--- src/rtl/fpnew_result_reorder_if.sv ---
// Status flags type and the bundled requester/consumer bus of the result
// reorder buffer.
//
// fpnew_pkg : status_t exception flags (NV, DZ, OF, UF, NX).
// fpnew_result_reorder_if : issue, result, output and flush signals.
//   slave  modport : reorder buffer view (issue/res/out_ready/flush inputs).
//   master modport : environment view (drives the slave inputs).
package fpnew_pkg;
    typedef struct packed {
        logic nv;  // invalid operation
        logic dz;  // divide by zero
        logic of;  // overflow
        logic uf;  // underflow
        logic nx;  // inexact
    } status_t;
endpackage

interface fpnew_result_reorder_if #(
    parameter int unsigned Width   = 32,
    parameter int unsigned IdWidth = 2,
    parameter type         TagType = logic
);
    logic                 flush_i;
    logic                 issue_valid_i;
    logic                 issue_ready_o;
    TagType               issue_tag_i;
    logic [IdWidth-1:0]   issue_id_o;
    logic                 res_valid_i;
    logic                 res_ready_o;
    logic [IdWidth-1:0]   res_id_i;
    logic [Width-1:0]     res_result_i;
    fpnew_pkg::status_t   res_status_i;
    logic                 res_ext_bit_i;
    logic                 out_valid_o;
    logic                 out_ready_i;
    logic [Width-1:0]     out_result_o;
    fpnew_pkg::status_t   out_status_o;
    logic                 out_ext_bit_o;
    TagType               out_tag_o;
    logic                 busy_o;

    modport slave (
        input  flush_i, issue_valid_i, issue_tag_i, res_valid_i, res_id_i,
               res_result_i, res_status_i, res_ext_bit_i, out_ready_i,
        output issue_ready_o, issue_id_o, res_ready_o, out_valid_o,
               out_result_o, out_status_o, out_ext_bit_o, out_tag_o, busy_o
    );

    modport master (
        output flush_i, issue_valid_i, issue_tag_i, res_valid_i, res_id_i,
               res_result_i, res_status_i, res_ext_bit_i, out_ready_i,
        input  issue_ready_o, issue_id_o, res_ready_o, out_valid_o,
               out_result_o, out_status_o, out_ext_bit_o, out_tag_o, busy_o
    );
endinterface

--- src/rtl/fpnew_result_reorder.sv ---
// Requester-side reorder buffer for an FPnew opgroup. Hands out a transaction
// ID per issued operation, accepts results tagged with that ID in any order,
// and releases them to the core strictly in issue order with the user tag.
//
// Ports:
//   clk_i  : clock, all state changes on the rising edge.
//   rst_ni : asynchronous active-low reset.
//   bus    : slave view of fpnew_result_reorder_if (issue / result / output
//            handshakes, flush, busy).
module fpnew_result_reorder #(
    parameter int unsigned Width   = 32,
    parameter int unsigned Depth   = 4,
    parameter type         TagType = logic
) (
    input  logic                   clk_i,
    input  logic                   rst_ni,
    fpnew_result_reorder_if.slave  bus
);
    localparam int unsigned IdWidth = $clog2(Depth);
    localparam logic [IdWidth:0]   CntFull = Depth[IdWidth:0];
    localparam logic [IdWidth:0]   CntOne  = 1;
    localparam logic [IdWidth-1:0] PtrOne  = 1;

    logic [IdWidth-1:0]                head_q, head_d, tail_q, tail_d;
    logic [IdWidth:0]                  count_q, count_d;
    logic [Depth-1:0]                  alloc_q, alloc_d, done_q, done_d;
    TagType                            tag_q    [Depth];
    TagType                            tag_d    [Depth];
    logic [Depth-1:0][Width-1:0]       result_q, result_d;
    fpnew_pkg::status_t [Depth-1:0]    status_q, status_d;
    logic [Depth-1:0]                  ext_q, ext_d;

    logic issue_fire, res_accept, retire;

    // Ready is a pure function of registered occupancy, so a retire while
    // full cannot open the issue port in the same cycle.
    assign bus.issue_ready_o = (count_q != CntFull);
    assign bus.issue_id_o    = tail_q;
    assign bus.res_ready_o   = 1'b1;
    assign bus.busy_o        = (count_q != '0);

    assign bus.out_valid_o   = alloc_q[head_q] & done_q[head_q];
    assign bus.out_result_o  = result_q[head_q];
    assign bus.out_status_o  = status_q[head_q];
    assign bus.out_ext_bit_o = ext_q[head_q];
    assign bus.out_tag_o     = tag_q[head_q];

    assign issue_fire = bus.issue_valid_i & bus.issue_ready_o;
    // alloc is registered, so a result for an entry issued this very cycle
    // sees alloc=0 and is dropped.
    assign res_accept = bus.res_valid_i & alloc_q[bus.res_id_i] & ~done_q[bus.res_id_i];
    assign retire     = bus.out_valid_o & bus.out_ready_i;

    always_comb begin
        head_d   = head_q;
        tail_d   = tail_q;
        count_d  = count_q;
        alloc_d  = alloc_q;
        done_d   = done_q;
        tag_d    = tag_q;
        result_d = result_q;
        status_d = status_q;
        ext_d    = ext_q;

        if (bus.flush_i) begin
            head_d  = '0;
            tail_d  = '0;
            count_d = '0;
            alloc_d = '0;
            done_d  = '0;
        end else begin
            // Issue, result and retire always target distinct entries: issue
            // hits a free slot, result an allocated not-done slot, retire a
            // done slot.
            if (issue_fire) begin
                alloc_d[tail_q] = 1'b1;
                done_d[tail_q]  = 1'b0;
                tag_d[tail_q]   = bus.issue_tag_i;
                tail_d          = tail_q + PtrOne;
            end
            if (res_accept) begin
                done_d[bus.res_id_i]   = 1'b1;
                result_d[bus.res_id_i] = bus.res_result_i;
                status_d[bus.res_id_i] = bus.res_status_i;
                ext_d[bus.res_id_i]    = bus.res_ext_bit_i;
            end
            if (retire) begin
                alloc_d[head_q] = 1'b0;
                done_d[head_q]  = 1'b0;
                head_d          = head_q + PtrOne;
            end
            unique case ({issue_fire, retire})
                2'b10:   count_d = count_q + CntOne;
                2'b01:   count_d = count_q - CntOne;
                default: count_d = count_q;
            endcase
        end
    end

    always_ff @(posedge clk_i or negedge rst_ni) begin
        if (!rst_ni) begin
            head_q   <= '0;
            tail_q   <= '0;
            count_q  <= '0;
            alloc_q  <= '0;
            done_q   <= '0;
            result_q <= '0;
            status_q <= '0;
            ext_q    <= '0;
            for (int i = 0; i < Depth; i++) tag_q[i] <= TagType'(0);
        end else begin
            head_q   <= head_d;
            tail_q   <= tail_d;
            count_q  <= count_d;
            alloc_q  <= alloc_d;
            done_q   <= done_d;
            tag_q    <= tag_d;
            result_q <= result_d;
            status_q <= status_d;
            ext_q    <= ext_d;
        end
    end

`ifndef SYNTHESIS
    // Flags results that get dropped: unallocated ID, duplicate, or a result
    // racing its own issue. Results during flush are discarded on purpose.
    always @(posedge clk_i) begin
        if (rst_ni && bus.res_valid_i && !bus.flush_i) begin
            assert (res_accept)
            else $warning("reorder: dropped result for id %0d", bus.res_id_i);
        end
    end
`endif
endmodule

--- src/flat_wrapper.sv ---
// flat-port wrapper written by rule: the top's interface ports become plain ports
module fpnew_result_reorder_flat 
#(
    parameter int unsigned Width   = 32,
    parameter int unsigned Depth   = 4,
    parameter type         TagType = logic
)
  (clk_i, rst_ni, bus_flush_i, bus_issue_valid_i, bus_issue_tag_i, bus_res_valid_i, bus_res_id_i, bus_res_result_i, bus_res_status_i, bus_res_ext_bit_i, bus_out_ready_i, bus_issue_ready_o, bus_issue_id_o, bus_res_ready_o, bus_out_valid_o, bus_out_result_o, bus_out_status_o, bus_out_ext_bit_o, bus_out_tag_o, bus_busy_o);
  fpnew_result_reorder_if #(.Width(Width), .IdWidth(2), .TagType(TagType)) bus_i ();
  input  logic clk_i;
  input  logic rst_ni;
  input wire logic [$bits(bus_i.flush_i)-1:0] bus_flush_i;
  input wire logic [$bits(bus_i.issue_valid_i)-1:0] bus_issue_valid_i;
  input wire logic [$bits(bus_i.issue_tag_i)-1:0] bus_issue_tag_i;
  input wire logic [$bits(bus_i.res_valid_i)-1:0] bus_res_valid_i;
  input wire logic [$bits(bus_i.res_id_i)-1:0] bus_res_id_i;
  input wire logic [$bits(bus_i.res_result_i)-1:0] bus_res_result_i;
  input wire logic [$bits(bus_i.res_status_i)-1:0] bus_res_status_i;
  input wire logic [$bits(bus_i.res_ext_bit_i)-1:0] bus_res_ext_bit_i;
  input wire logic [$bits(bus_i.out_ready_i)-1:0] bus_out_ready_i;
  output wire logic [$bits(bus_i.issue_ready_o)-1:0] bus_issue_ready_o;
  output wire logic [$bits(bus_i.issue_id_o)-1:0] bus_issue_id_o;
  output wire logic [$bits(bus_i.res_ready_o)-1:0] bus_res_ready_o;
  output wire logic [$bits(bus_i.out_valid_o)-1:0] bus_out_valid_o;
  output wire logic [$bits(bus_i.out_result_o)-1:0] bus_out_result_o;
  output wire logic [$bits(bus_i.out_status_o)-1:0] bus_out_status_o;
  output wire logic [$bits(bus_i.out_ext_bit_o)-1:0] bus_out_ext_bit_o;
  output wire logic [$bits(bus_i.out_tag_o)-1:0] bus_out_tag_o;
  output wire logic [$bits(bus_i.busy_o)-1:0] bus_busy_o;
  assign bus_i.flush_i = bus_flush_i;
  assign bus_i.issue_valid_i = bus_issue_valid_i;
  assign bus_i.issue_tag_i = bus_issue_tag_i;
  assign bus_i.res_valid_i = bus_res_valid_i;
  assign bus_i.res_id_i = bus_res_id_i;
  assign bus_i.res_result_i = bus_res_result_i;
  assign bus_i.res_status_i = bus_res_status_i;
  assign bus_i.res_ext_bit_i = bus_res_ext_bit_i;
  assign bus_i.out_ready_i = bus_out_ready_i;
  assign bus_issue_ready_o = bus_i.issue_ready_o;
  assign bus_issue_id_o = bus_i.issue_id_o;
  assign bus_res_ready_o = bus_i.res_ready_o;
  assign bus_out_valid_o = bus_i.out_valid_o;
  assign bus_out_result_o = bus_i.out_result_o;
  assign bus_out_status_o = bus_i.out_status_o;
  assign bus_out_ext_bit_o = bus_i.out_ext_bit_o;
  assign bus_out_tag_o = bus_i.out_tag_o;
  assign bus_busy_o = bus_i.busy_o;
  fpnew_result_reorder #(.Width(Width), .Depth(Depth), .TagType(TagType)) u_core (.clk_i(clk_i), .rst_ni(rst_ni), .bus(bus_i));
endmodule
--- config.mk ---
export PLATFORM = sky130hd
export DESIGN_NAME = fpnew_result_reorder_flat
export DESIGN_NICKNAME = d
export VERILOG_FILES = /design/src/rtl/fpnew_result_reorder_if.sv /design/src/rtl/fpnew_result_reorder.sv /design/src/flat_wrapper.sv
export SDC_FILE = /design/constraint.sdc
export NUM_CORES = 1
export LEC_CHECK = 0
export BUFFER_PORTS_ARGS = -buffer_cell sky130_fd_sc_hd__buf_4
export CORE_MARGIN = 2
export CORE_UTILIZATION = 45
export DETAILED_ROUTE_END_ITERATION = 16
export PLACE_DENSITY_LB_ADDON = 0.08
export SYNTH_ARGS = -nofsm -noshare
export SYNTH_HDL_FRONTEND = slang
export SYNTH_SLANG_ARGS = --single-unit
--- constraint.sdc ---
create_clock -name clk_i -period 2.89 [get_ports clk_i]
set_input_delay 0 -clock clk_i [delete_from_list [all_inputs] [get_ports clk_i]]
set_output_delay 0 -clock clk_i [all_outputs]
set_load 0.03 [all_outputs]
Yosys cells after proc, flatten, opt, wreduce, memory -nomap -nowiden --
Cells that the tools add are included.
Operators by class: bitwise gates (word level) 16, mux-type cells 49, equal/unequal tests 3, reductions and logical operators 10, add/sub/neg operators 4, order comparisons 9
Operators by type and width (number):
- $bwmux W128 | 1
- $bmux W32 S2 | 1
- $demux W32 S2 | 1
- $mux W32 | 2
- $mux W4 | 10
- $bwmux W20 | 1
- $and A4 B4 Y4 | 3
- $bmux W1 S2 | 6
- $mux W1 | 11
- $bmux W5 S2 | 1
- $demux W5 S2 | 1
- $mux W5 | 2
- $lt A2 B3 Y1 const B | 3
- $bwmux W4 | 2
- $demux W1 S2 | 4
- $mux W2 | 4
- $not A4 Y4 | 2
- $or A4 B4 Y4 | 2
- $ge A2 B1 Y1 const B | 3
- $ge A3 B3 Y1 const B | 2
- $not A2 Y3 | 2
- $pmux W3 S2 | 1
- $reduce_bool A3 Y1 | 2
- $and A1 B1 Y1 | 5
- other kinds (12) | 19
Storage, ports and cells: output and inout bits 45, bits in registers 171, input port bits 47, logic and storage cells 125

Logic depth before layout (Yosys ltp) --
word-level depth 14, gate-level depth with buffers 10, depth with buffers taken out 9

Worst setup path before layout --
OpenSTA, ideal clock, no wires.
kind flip-flop to flip-flop, start register u_core.count_q[2], end register u_core.count_q[2], data arrival time 2434 ps, stages on the path, launching flop included 9, slack 330 ps, clock period less this slack 2560 ps, data required time 2764 ps, buffers on the path 1, library setup time 126 ps, cells stage by stage dfrtp_1 or3b_1 clkbuf_1 nand2_1 and3_1 fa_1 nor4b_1 a2bb2oi_1 a311o_1
Between the ends: cells in the longest elaborated chain, start to end 5, elaborated cells on any way between the ends 9, classes of those cells add/sub: 2; eq/ne: 3; mux: 2; bitwise: 1; reduce/logical: 1
Ends and longest elaborated chain:
- start, declared | line fpnew_result_reorder.sv:25 | logic [IdWidth:0] count_q, count_d;
- start signal, assigned | line fpnew_result_reorder.sv:114 | count_q <= count_d;
- $ne A3 B3 Y1 (*) | line fpnew_result_reorder.sv:37 | assign bus.issue_ready_o = (count_q != CntFull);
- via bus_issue_ready_o | line flat_wrapper.sv:21 | output wire logic [$bits(bus_i.issue_ready_o)-1:0] bus_issue_ready_o;
- $and A1 B1 Y1 (*) | line fpnew_result_reorder.sv:48 | assign issue_fire = bus.issue_valid_i & bus.issue_ready_o;
- $eq A2 B1 Y1 / $eq A2 B2 Y1 (equally long branches) | line fpnew_result_reorder.sv:92 | unique case ({issue_fire, retire})
- $pmux W3 S2 | line fpnew_result_reorder.sv:92
- $mux W3 | line fpnew_result_reorder.sv:65 | if (bus.flush_i) begin
The timed path passes the listed nets; every way through them passes the cells marked *. A chain may end at the register's enable or synchronous reset.

Worst setup path in the final report --
start register u_core.count_q[0], end register u_core.count_q[1]
Between the ends: cells in the longest elaborated chain, start to end 5, elaborated cells on any way between the ends 9, classes of those cells add/sub: 2; eq/ne: 3; mux: 2; bitwise: 1; reduce/logical: 1
Ends and longest elaborated chain (line):
- $ne A3 B3 Y1 | fpnew_result_reorder.sv:37
- $and A1 B1 Y1 | fpnew_result_reorder.sv:48
- $eq A2 B1 Y1 / $eq A2 B2 Y1 (equally long branches) | fpnew_result_reorder.sv:92
- $pmux W3 S2 | fpnew_result_reorder.sv:92
- $mux W3 | fpnew_result_reorder.sv:65
Several ways; a longest one is shown, not always the timed one.

==> flow_metrics.tcl <==
set metrics [dict create \
    status "completed" \
    place_inst 794 \
    nets 690 \
    ys_ff_latch 171 \
    layout.cells.non_filler 871 \
    fmax_mhz 411.7 \
    synthXorXnorAreaFrac 0.001128 \
    rsz0062_at_grt "false" \
    syn_inst 498 \
    die-area_um2 18320 \
    num_antenna_cells 0 \
    drt_first_pass_iters 4 \
    grt_usage 0.1830 \
    synth_area_leaders "dfrtp_1 55%, mux2_2 20%, mux4_2 12%" \
    yosysWarningCount 0 \
    clock_latency_ns 0.43 \
    min_path_type "in -> async" \
    vias_per_cell 5.395 \
    path_cells "or3b_1 -> nand2_1 -> and3_1 -> fa_1 -> nand2b_1 -> a21oi_1 -> o211ai_1 -> o311ai_0" \
    synth_compound_area_frac 0.02611 \
    cts_buffer_depth 2 \
    via_count 4699 \
    grt_pass1_vias 5006 \
    synth_cell_types 45 \
    drc_errors 0 \
    timing.rr.start "u_core.count_q[0]$_DFFE_PN0P_" \
    grt_max_degree 72 \
    root_buffer "clkbuf_16" \
    synthMuxAreaShare 0.3424 \
    reg2reg_slack_ns 0.46 \
    wl_um 15980 \
    gp_congestion 0.7905 \
    critical_path.max_stage_delay_ns 0.56 \
    start_util 0.4551 \
    mostFrequentLayoutCell "dfrtp_1" \
    hold_viol_final 0 \
    drt_iter0_markers 196 \
    core_area_um2 17060 \
    synth_top_family_by_area "multiplexers" \
    worst_pin_slew_ns 0.8827 \
    ir_worst_vdd_uv 433.7 \
    yosys.area_share.simple 0.03546 \
    place_ws_ns 0.4662 \
    critPathLaunchType "flop" \
    die_y_um 135.3 \
    clock_skew_ns 0.01203 \
    path_buf_inv 0 \
    worstSetupPathType "reg -> reg" \
    cts_tree "done" \
    fin_crit_sh 0.8405 \
    yosysTopAreaCell "dfrtp_1" \
    synthAdderAreaFrac 0.01547 \
    dpl.hpwl_um 9960 \
    syn_area_um2 7762 \
    area_delta_synth_final_pct 25.21 \
    final_cell_mix "169 x dfrtp_1, 136 x mux2_2, 101 x buf_4" \
    slowest_stage "or3b_1" \
    cts_buffers 17 \
    layout-drive-gt1-share 0.4861 \
    core.rowCount 48 \
    finalSetupViolations 0 \
    r2r-end "u_core.count_q[1]$_DFFE_PN0P_" \
    antenna_found_initial 0 \
    p_per_area_nw_per_um2 687.5 \
    wl_per_cell_um 18.35 \
    finalWorstSetupSlack_ns 0.4609 \
    port_buffers 90 \
    reg2regPathDepth 8 \
    io_pins 92 \
    avgSynthCellArea_um2 15.59 \
    antenna_left 0 \
    cts.sinks 171 \
    ctsHtreeMaxLevel 4 \
    timing.setup.tns_ns 0 \
    synth_top_flop_cell "dfrtp_1" \
    total_power_mw 6.682 \
    critPathMaxFanout 12 \
    overflow 0 \
    synth-seq-area-share 0.5513 \
    cp_top_family "simple AND/OR/NAND/NOR gates" \
    synthArstFlopShare 1.000 \
    synth.top_cell.area_share 0.5513 \
    post-route-min-period_ns 2.429 \
    crit_path_end_kind "flop" \
    slew_headroom 0.4115 \
    slew_viol_final 0 \
    grt_first_pass_wirelength_um 25880 \
    crit_arrival_ns 2.71 \
    max-cap-violations 0 \
    clk_pin_slew_ns 0.06 \
    power.static_leakage_nw 4.389 \
    synth_edf_count 0 \
    cp.required_ns 3.17 \
    fp.dieW_um 135.3 \
    syn-num-nets 554 \
]
## timing repair
item,CTS,global route
setup endpoints to repair,0,0
buffers inserted,0,0
gates resized for setup,0,0
hold buffers,46,0
hold endpoints to repair,235,0
## power by group
part           internal (mW)  total, mW  switching [mW]  leakage (nW)
Clock                   1.35       2.27           0.916         0.276
Combinational          0.752       1.41           0.654          1.90
Sequential              2.81       3.01           0.200          2.21
Total                   4.91       6.68            1.77          4.39
## kinds of logic (layout without fill, tap and decap cells)
group,after synthesis,in the layout
compound gates,29,29
xor+xnor,1,1
fa+ha+maj,9,9
buf+inv,43,191
flops,171,171
mux,196,196
other cells,1,1
simple gates,48,48
## sequential cells by signal (all words and copies together) (netlist names)
register               flops
u_core.tag_q               4
u_core.head_q              2
u_core.done_q              4
u_core.count_q             3
u_core.status_q           20
u_core.alloc_q             4
u_core.result_q          128
u_core.bus.issue_id_o      2
u_core.ext_q               4
## layout make-up
class                           count  area, µm²
Clock buffer                       20      436.7
Tap cell                          225      281.5
Timing Repair Buffer              149       1250
Sequential cell                   171       4282
Clock inverter                     11      145.1
Inverter                           11      42.54
Multi-Input combinational cell    284       3282
Fill cell                        1389       7337
## cells in the mapped netlist (2+ instances only)
library cell  count
buf_6             2
nand2_1          12
ha_1              8
mux2_2          136
a211oi_1          3
buf_2            15
a221oi_1          5
mux4_2           40
nor2_1            6
clkbuf_1         10
nand2b_1          2
nand4_1           2
o21ai_0           3
buf_4             5
inv_1             9
a22oi_1           2
nand3_1           8
nor3b_1           3
a311o_1           2
o211ai_1          2
nand3b_1          2
dfrtp_1         171
nor4_1            2
mux2_1           20
nor3_1            2
a21oi_1           7
## stage by stage
| step | hold slack, ns | instance area (µm²) | util |
|---|---|---|---|
| finish | 0.1317 | 9719 | 0.5698 |
| detailed placement | 0.04279 | 8677 | 0.5087 |
| global route | 0.1841 | 9719 | 0.5698 |
| global placement | 0.02436 | 8677 | 0.5087 |
| floorplan | -0.2956 | 7762 | - |
| CTS | 0.1583 | 9719 | 0.5698 |
## how the worst max path moves through the flow
stage                                        from                       endpoint  slack (ns)  cells past startpoint
floorplan           u_core.count_q[2]$_DFFE_PN0P_  u_core.count_q[2]$_DFFE_PN0P_        0.33                      8
global placement    u_core.count_q[1]$_DFFE_PN0P_  u_core.count_q[1]$_DFFE_PN0P_        0.55                      8
detailed placement  u_core.count_q[1]$_DFFE_PN0P_  u_core.count_q[1]$_DFFE_PN0P_        0.47                      8
CTS                 u_core.count_q[1]$_DFFE_PN0P_  u_core.count_q[1]$_DFFE_PN0P_        0.45                      8
global route        u_core.count_q[1]$_DFFE_PN0P_  u_core.count_q[1]$_DFFE_PN0P_        0.26                      8
finish              u_core.count_q[0]$_DFFE_PN0P_  u_core.count_q[1]$_DFFE_PN0P_        0.46                      8
## layer usage
metal  GRT usage  vias to the layer above  routed length (µm)
li1            -                     2128                   -
met1      0.2450                     2455                7278
met2      0.2944                       99                7836
met3     0.04863                       17                 621
met4     0.05729                        0                 248
met5           0                        -                   0
No activity file was read; power rests on OpenSTA's default activity.
